===== src/rtl/mem_port_arbiter.sv =====
// Round-robin arbiter sharing one data-memory port among NUM_THREADS EX/MEM stages.
// One transaction in flight at a time: grant in IDLE, issue, optional read wait, one-cycle completion.
module mem_port_arbiter #(
    parameter int NUM_THREADS = 4,
    parameter int TID_W       = $clog2(NUM_THREADS)
) (
    input  logic                     clk,
    input  logic                     rst_n,
    input  logic [NUM_THREADS-1:0]   req_valid,
    input  logic [NUM_THREADS*32-1:0] req_addr,
    input  logic [NUM_THREADS*32-1:0] req_wdata,
    input  logic [NUM_THREADS-1:0]   req_write,
    input  logic [NUM_THREADS*2-1:0] req_cmd,
    output logic [NUM_THREADS-1:0]   req_ready,
    output logic [NUM_THREADS-1:0]   stall,
    output logic                     resp_valid,
    output logic [TID_W-1:0]         resp_tid,
    output logic [31:0]              resp_data,
    output logic                     mem_valid,
    output logic [31:0]              mem_addr,
    output logic [31:0]              mem_wdata,
    output logic                     mem_write,
    output logic [1:0]               mem_cmd,
    output logic [TID_W-1:0]         mem_tid,
    input  logic                     mem_ready,
    input  logic                     mem_rvalid,
    input  logic [31:0]              mem_rdata
);

    typedef enum logic [1:0] {IDLE, ISSUE, WAIT_RD, DONE} state_t;

    state_t            state_q, state_d;
    logic [TID_W-1:0]  last_q, last_d;
    logic [31:0]       mem_addr_q, mem_addr_d;
    logic [31:0]       mem_wdata_q, mem_wdata_d;
    logic              mem_write_q, mem_write_d;
    logic [1:0]        mem_cmd_q, mem_cmd_d;
    logic [TID_W-1:0]  mem_tid_q, mem_tid_d;
    logic [31:0]       rdata_q, rdata_d;

    logic [31:0]       addr_arr  [NUM_THREADS];
    logic [31:0]       wdata_arr [NUM_THREADS];
    logic [1:0]        cmd_arr   [NUM_THREADS];
    logic [TID_W-1:0]  cand;
    logic [TID_W-1:0]  win_idx;
    logic              win_found;

    always_comb begin
        for (int i = 0; i < NUM_THREADS; i++) begin
            addr_arr[i]  = req_addr[32*i +: 32];
            wdata_arr[i] = req_wdata[32*i +: 32];
            cmd_arr[i]   = req_cmd[2*i +: 2];
        end
    end

    // Search upward from the thread after the last winner, wrapping around.
    always_comb begin
        cand      = '0;
        win_idx   = '0;
        win_found = 1'b0;
        for (int k = 1; k <= NUM_THREADS; k++) begin
            cand = TID_W'((int'(last_q) + k) % NUM_THREADS);
            if (!win_found && req_valid[cand]) begin
                win_found = 1'b1;
                win_idx   = cand;
            end
        end
    end

    always_comb begin
        state_d     = state_q;
        last_d      = last_q;
        mem_addr_d  = mem_addr_q;
        mem_wdata_d = mem_wdata_q;
        mem_write_d = mem_write_q;
        mem_cmd_d   = mem_cmd_q;
        mem_tid_d   = mem_tid_q;
        rdata_d     = rdata_q;
        case (state_q)
            IDLE: begin
                if (win_found) begin
                    state_d     = ISSUE;
                    last_d      = win_idx;
                    mem_tid_d   = win_idx;
                    mem_addr_d  = addr_arr[win_idx];
                    mem_wdata_d = wdata_arr[win_idx];
                    mem_write_d = req_write[win_idx];
                    mem_cmd_d   = cmd_arr[win_idx];
                    // Cleared here so a store completes with zero data.
                    rdata_d     = '0;
                end
            end
            ISSUE: begin
                if (mem_ready) begin
                    state_d = mem_write_q ? DONE : WAIT_RD;
                end
            end
            WAIT_RD: begin
                if (mem_rvalid) begin
                    rdata_d = mem_rdata;
                    state_d = DONE;
                end
            end
            DONE:    state_d = IDLE;
            default: state_d = IDLE;
        endcase
    end

    always_ff @(posedge clk) begin
        if (!rst_n) begin
            state_q     <= IDLE;
            last_q      <= TID_W'(NUM_THREADS - 1);
            mem_addr_q  <= '0;
            mem_wdata_q <= '0;
            mem_write_q <= 1'b0;
            mem_cmd_q   <= '0;
            mem_tid_q   <= '0;
            rdata_q     <= '0;
        end else begin
            state_q     <= state_d;
            last_q      <= last_d;
            mem_addr_q  <= mem_addr_d;
            mem_wdata_q <= mem_wdata_d;
            mem_write_q <= mem_write_d;
            mem_cmd_q   <= mem_cmd_d;
            mem_tid_q   <= mem_tid_d;
            rdata_q     <= rdata_d;
        end
    end

    always_comb begin
        req_ready = '0;
        if (state_q == DONE) begin
            req_ready[mem_tid_q] = 1'b1;
        end
    end

    assign stall      = req_valid & ~req_ready;
    assign resp_valid = (state_q == DONE);
    assign resp_tid   = resp_valid ? mem_tid_q : '0;
    assign resp_data  = resp_valid ? rdata_q : '0;
    assign mem_valid  = (state_q == ISSUE);
    assign mem_addr   = mem_addr_q;
    assign mem_wdata  = mem_wdata_q;
    assign mem_write  = mem_write_q;
    assign mem_cmd    = mem_cmd_q;
    assign mem_tid    = mem_tid_q;

endmodule


===== config.mk =====
export PLATFORM = sky130hd
export DESIGN_NAME = mem_port_arbiter
export DESIGN_NICKNAME = d
export VERILOG_FILES = /design/src/rtl/mem_port_arbiter.sv
export SDC_FILE = /design/constraint.sdc
export NUM_CORES = 1
export LEC_CHECK = 0
export ABC_AREA = 1
export CAP_MARGIN = 10
export CORE_AREA = 2 2 162 164
export CTS_CLUSTER_SIZE = 24
export DETAILED_ROUTE_END_ITERATION = 8
export DIE_AREA = 0 0 164 166
export GPL_TIMING_DRIVEN = 0
export HOLD_SLACK_MARGIN = 0.1
export MAX_ROUTING_LAYER = met4
export PLACE_DENSITY_LB_ADDON = 0.1
export SYNTH_ARGS = -nofsm -noshare
export SYNTH_HDL_FRONTEND = slang
export SYNTH_SLANG_ARGS = --single-unit

===== constraint.sdc =====
create_clock -name clk -period 4.89 [get_ports clk]
set_input_delay 0.978 -clock clk [delete_from_list [all_inputs] [get_ports clk]]
set_output_delay 0.978 -clock clk [all_outputs]
set_load 0.02 [all_outputs]

Word-level counts from Yosys, hierarchy flattened
Cells that the tools add are included.

word-level totals
  register bits = 105
  input port bits = 308
  logic and storage cells = 81
  output and inout bits = 113

operators by class
  reduce and logical (&&, ||, !) cells = 12
  bitwise logic cells = 3
  equality and inequality tests = 6
  order comparisons = 8
  $add $sub $neg = 4
  muxes and demuxes = 40

operators by type and width
  cell                                                                   count
  32-bit 2-to-1 mux                                                      7
  32-bit binary-select mux with 2-bit select                             2
  32-bit one-hot mux with 2 select lines                                 1
  2-bit 2-to-1 mux                                                       10
  2-bit by 3-bit < comparator with 1-bit output, second input constant   6
  1-bit 2-to-1 mux                                                       11
  1-bit binary-select mux with 2-bit select                              5
  2-bit one-hot mux with 4 select lines                                  1
  3-bit AND reduction                                                    2
  2-bit by 1-bit adder with 2-bit output, second input constant          2
  2-bit adder, second input constant                                     2
  4-bit AND                                                              1
  2-bit binary-select mux with 2-bit select                              1
  2-bit equality test, second input constant                             2
  1-bit logical AND                                                      4
  4-bit 2-to-1 mux                                                       1
  2-bit != test, second input constant                                   2
  4-bit inverter                                                         1
  3-bit >= comparator, second input constant                             1
  1-bit zero test                                                        3
  2-bit inverter with 3-bit output                                       1
  1-bit demux with 2-bit select                                          1
  2-bit by 1-bit equality test with 1-bit output, second input constant  1
  2-bit by 1-bit >= comparator with 1-bit output, second input constant  1
  4 further kinds                                                        4

Longest topological paths before layout
  word-level depth = 17
  mapped depth = 17
  gate-level depth less buffers = 15

Worst setup path before layout
Ideal clock, no wire load.

  path kind = reg-to-output
  from = reg state_q[1]
  to = out stall[2]
  stages on the path, launching flop included = 6
  required time = 3912 ps
  path slack = 2380 ps
  arrival = 1532 ps
  buffers on the path = 1
  cell sequence = dfxtp_1 > ha_1 > clkbuf_1 > nand2_1 > nor2_1 > nor2_1

between the ends
  longest elaborated chain between the ends = 4

ends and longest elaborated chain
  what                      line  text
  start: declaration        32    state_t state_q, state_d;
  start signal: assignment  120   state_q <= state_d;
  2-bit equality test       -
  named net resp_valid      16    output logic resp_valid,
  4-bit 2-to-1 mux          133   if (state_q == DONE) begin
  named net req_ready[2]    14    output logic [NUM_THREADS-1:0] req_ready,
  4-bit inverter            138   assign stall = req_valid & ~req_ready;
  4-bit AND                 138
  end: declaration          15    output logic [NUM_THREADS-1:0] stall,

The timed path passes the listed nets, and every way through them passes these cells.

Worst setup path after layout
  from = reg state_q[1]
  to = out resp_data[23]

between the ends
  longest elaborated chain between the ends = 2

ends and longest elaborated chain
  what                 line  text
  2-bit equality test  139   assign resp_valid = (state_q == DONE);
  32-bit 2-to-1 mux    141   assign resp_data = resp_valid ? rdata_q : '0;
  end: declaration     18    output logic [31:0] resp_data,

No other way between the ends.

==> results.json <==
{
  "cts_num_sinks": 105,
  "netlist_area_um2": 7440,
  "synth_cells": 1319,
  "max_cap_viol_count": 0,
  "rows": 59,
  "vias": 9529,
  "finish.utilization": 0.483,
  "cts_max_path_buffers": 2,
  "async_reset_ff_frac": 0,
  "ios": 421,
  "worst_ep_required_time_ns": 3.91,
  "start_kind": "register",
  "worstPathMaxFanout": 10,
  "ir_drop_mv": 0.269,
  "synthSimpleGateAreaFrac": 0.399,
  "clkLatencyLatePin_ns": 0.36,
  "hold_class": "register to register",
  "setup-tns-final_ns": 0,
  "synth_area_per_cell_um2": 5.64,
  "drc": 0,
  "fmax_mhz": 285,
  "cts_tree": "built",
  "rrSetupSlack_ns": 2.48,
  "drt-total-wl_um": 32700,
  "worst_pin_slew_ns": 0.744,
  "synth-adder-area-share": 0.00841,
  "dp_hpwl_um": 26200,
  "antenna_found_initial": 4,
  "clock-skew-final_ns": 0.0169,
  "synth_top_family_by_area": "simple AND/OR/NAND/NOR gates",
  "rsz0062_at_grt": "false",
  "ys.flop_type": "dfxtp_1",
  "synth_area_leaders": "dfxtp_1, inv_1, nand2_1, nor2_1, nand4_1",
  "path_clk_slew_ns": 0.09,
  "holdPathStages": 2,
  "synth-compound-area-share": 0.110,
  "layout.nets": 2062,
  "syn-num-nets": 1632,
  "routed_via_density": 4.55,
  "finalHoldViolCount": 0,
  "gp_congestion": 0.859,
  "layout-drive-gt1-share": 0.0496,
  "holdBufCountCts": 0,
  "ys_warn_count": 0,
  "grt_pass1_vias": 8984,
  "grt_max_degree": 23,
  "post-route-min-period_ns": 3.51,
  "r2r_cells": 15,
  "port_buffers": 419,
  "synth-seq-area-share": 0.282,
  "synth_edf_count": 0,
  "outcome": "completed",
  "synth_top_area_share": 0.282,
  "start_util": 0.291,
  "synthMuxAreaShare": 0,
  "clockRootBuffer": "clkbuf_16",
  "cts_resized": 0,
  "fin_crit_sh": 0.719,
  "synth_xor_area_frac": 0,
  "postRouteAntennaNets": 0,
  "postCtsSetupRepairBufs": 0,
  "cts_buffers": 9,
  "power_density_nw_per_um2": 610,
  "wire_per_inst_um": 15.6,
  "netlist-cell-type-count": 27,
  "cp.arrival_ns": 2.54,
  "grtUsageTotal": 0.240,
  "endpoint_kind": "primary output",
  "syn_to_final_growth_pct": 66.4,
  "htree_levels": 3,
  "grt_overflow": 0,
  "die_w_um": 164,
  "final-setup-viol-count": 0,
  "dieHeight_um": 166,
  "ys_seq_elements": 105,
  "slew_violations": 0,
  "yosysTopAreaCell": "dfxtp_1",
  "core_area_um2": 25600,
  "die_area_um2": 27200,
  "critPathKind": "register to primary output",
  "drt_iter0_markers": 572,
  "dr.pass1.iters": 5,
  "leakagePower_uw": 0.00609,
  "grt_first_pass_wirelength_um": 49100,
  "maxSlewHeadroom": 0.504
}
## sequential cells by signal, indices dropped and copies added (netlist names)
name / flops
last_q: 2
mem_addr: 32
mem_cmd: 2
mem_tid: 2
mem_wdata: 32
mem_write: 1
rdata_q: 32
state_q: 2
## cells in the final DEF (no fill, tap or decap), types with 2 or more instances in the layout
cell type / n
clkbuf_1: 41
buf_1: 4
o21ai_1: 50
inv_6: 2
diode_2: 4
buf_6: 5
a21oi_1: 38
clkdlybuf4s50_1: 419
buf_2: 37
clkinv_8: 3
o211ai_1: 3
clkbuf_2: 3
nand2_2: 9
o21ai_0: 66
clkbuf_16: 9
nand2_1: 266
nand3_1: 92
nand4_1: 93
dfxtp_1: 105
ha_1: 5
inv_2: 5
buf_4: 5
nor2_1: 216
inv_1: 267
nand3_2: 2
## final cells by class
type                       count  area [um2]
timing repair buffer         419        4190
clock buffer                   9         225
clock inverter                 7        91.3
antenna                        4        10.0
inverter                     273        1030
buffer                        95         463
multi-input combinational    846        3850
fill                        2782       13200
tap                          335         419
sequential                   105        2100
## Yosys cell counts, types with 9 or more instances
library cell / count
nand2_1: 266
inv_1: 267
a21oi_1: 38
clkbuf_1: 41
dfxtp_1: 105
nand3_1: 92
buf_2: 37
o21ai_0: 66
o21ai_1: 50
nand2_2: 9
nand4_1: 93
nor2_1: 216
## power breakdown
group          leakage, uW  total, uW  switching, uW  internal [uW]
logic              0.00508       5510           3550           1960
registers         0.000866       1270            143           1130
clock network     0.000152        775            403            372
## cells by family (layout without fill, tap and decap cells)
group / Yosys count / in the layout
adders and majority gates: 5 / 5
DFF: 105 / 105
buffers and inverters: 368 / 803
other: 0 / 4
AOI/OAI and AO/OA: 160 / 160
and+or+nand+nor: 681 / 681
## routing by layer
metal  global-route usage  wire length [um]  vias to the layer above
met5                    -                 0                        -
met4               0.0793               743                        0
met3               0.0569              2770                       41
met2                0.405             16000                      361
met1                0.280             13200                     4189
li1                     -                 -                     4938
## stage by stage
stage	instances	setup slack, ns	total power, uW	area [um2]	hold slack (ns)
6_report	2093	1.38	7550	12400	0.465
2_1_floorplan	1319	2.38	4810	7440	0.440
5_1_grt	2093	1.17	8290	12400	0.485
4_1_cts	2089	1.32	7640	12400	0.466
3_5_place_dp	2073	1.51	6830	12100	0.452
3_3_place_gp	2073	1.52	6800	12100	0.450
## worst paths after layout
path	endpoint	startpoint
max	resp_data[23]	state_q[1]
min	rdata_q[30]	rdata_q[30]
min reg2reg	rdata_q[30]	rdata_q[30]
max reg2reg	mem_wdata[17]	last_q[0]
## worst max-delay path: stages, from the launching register on
cell and delay (ns):
dfxtp_1 0.38, ha_1 0.18, clkbuf_1 0.35, clkbuf_1 0.41
nand2_1 0.13, inv_1 0.12, clkdlybuf4s50_1 0.61
No activity file was read; power rests on OpenSTA's default activity.
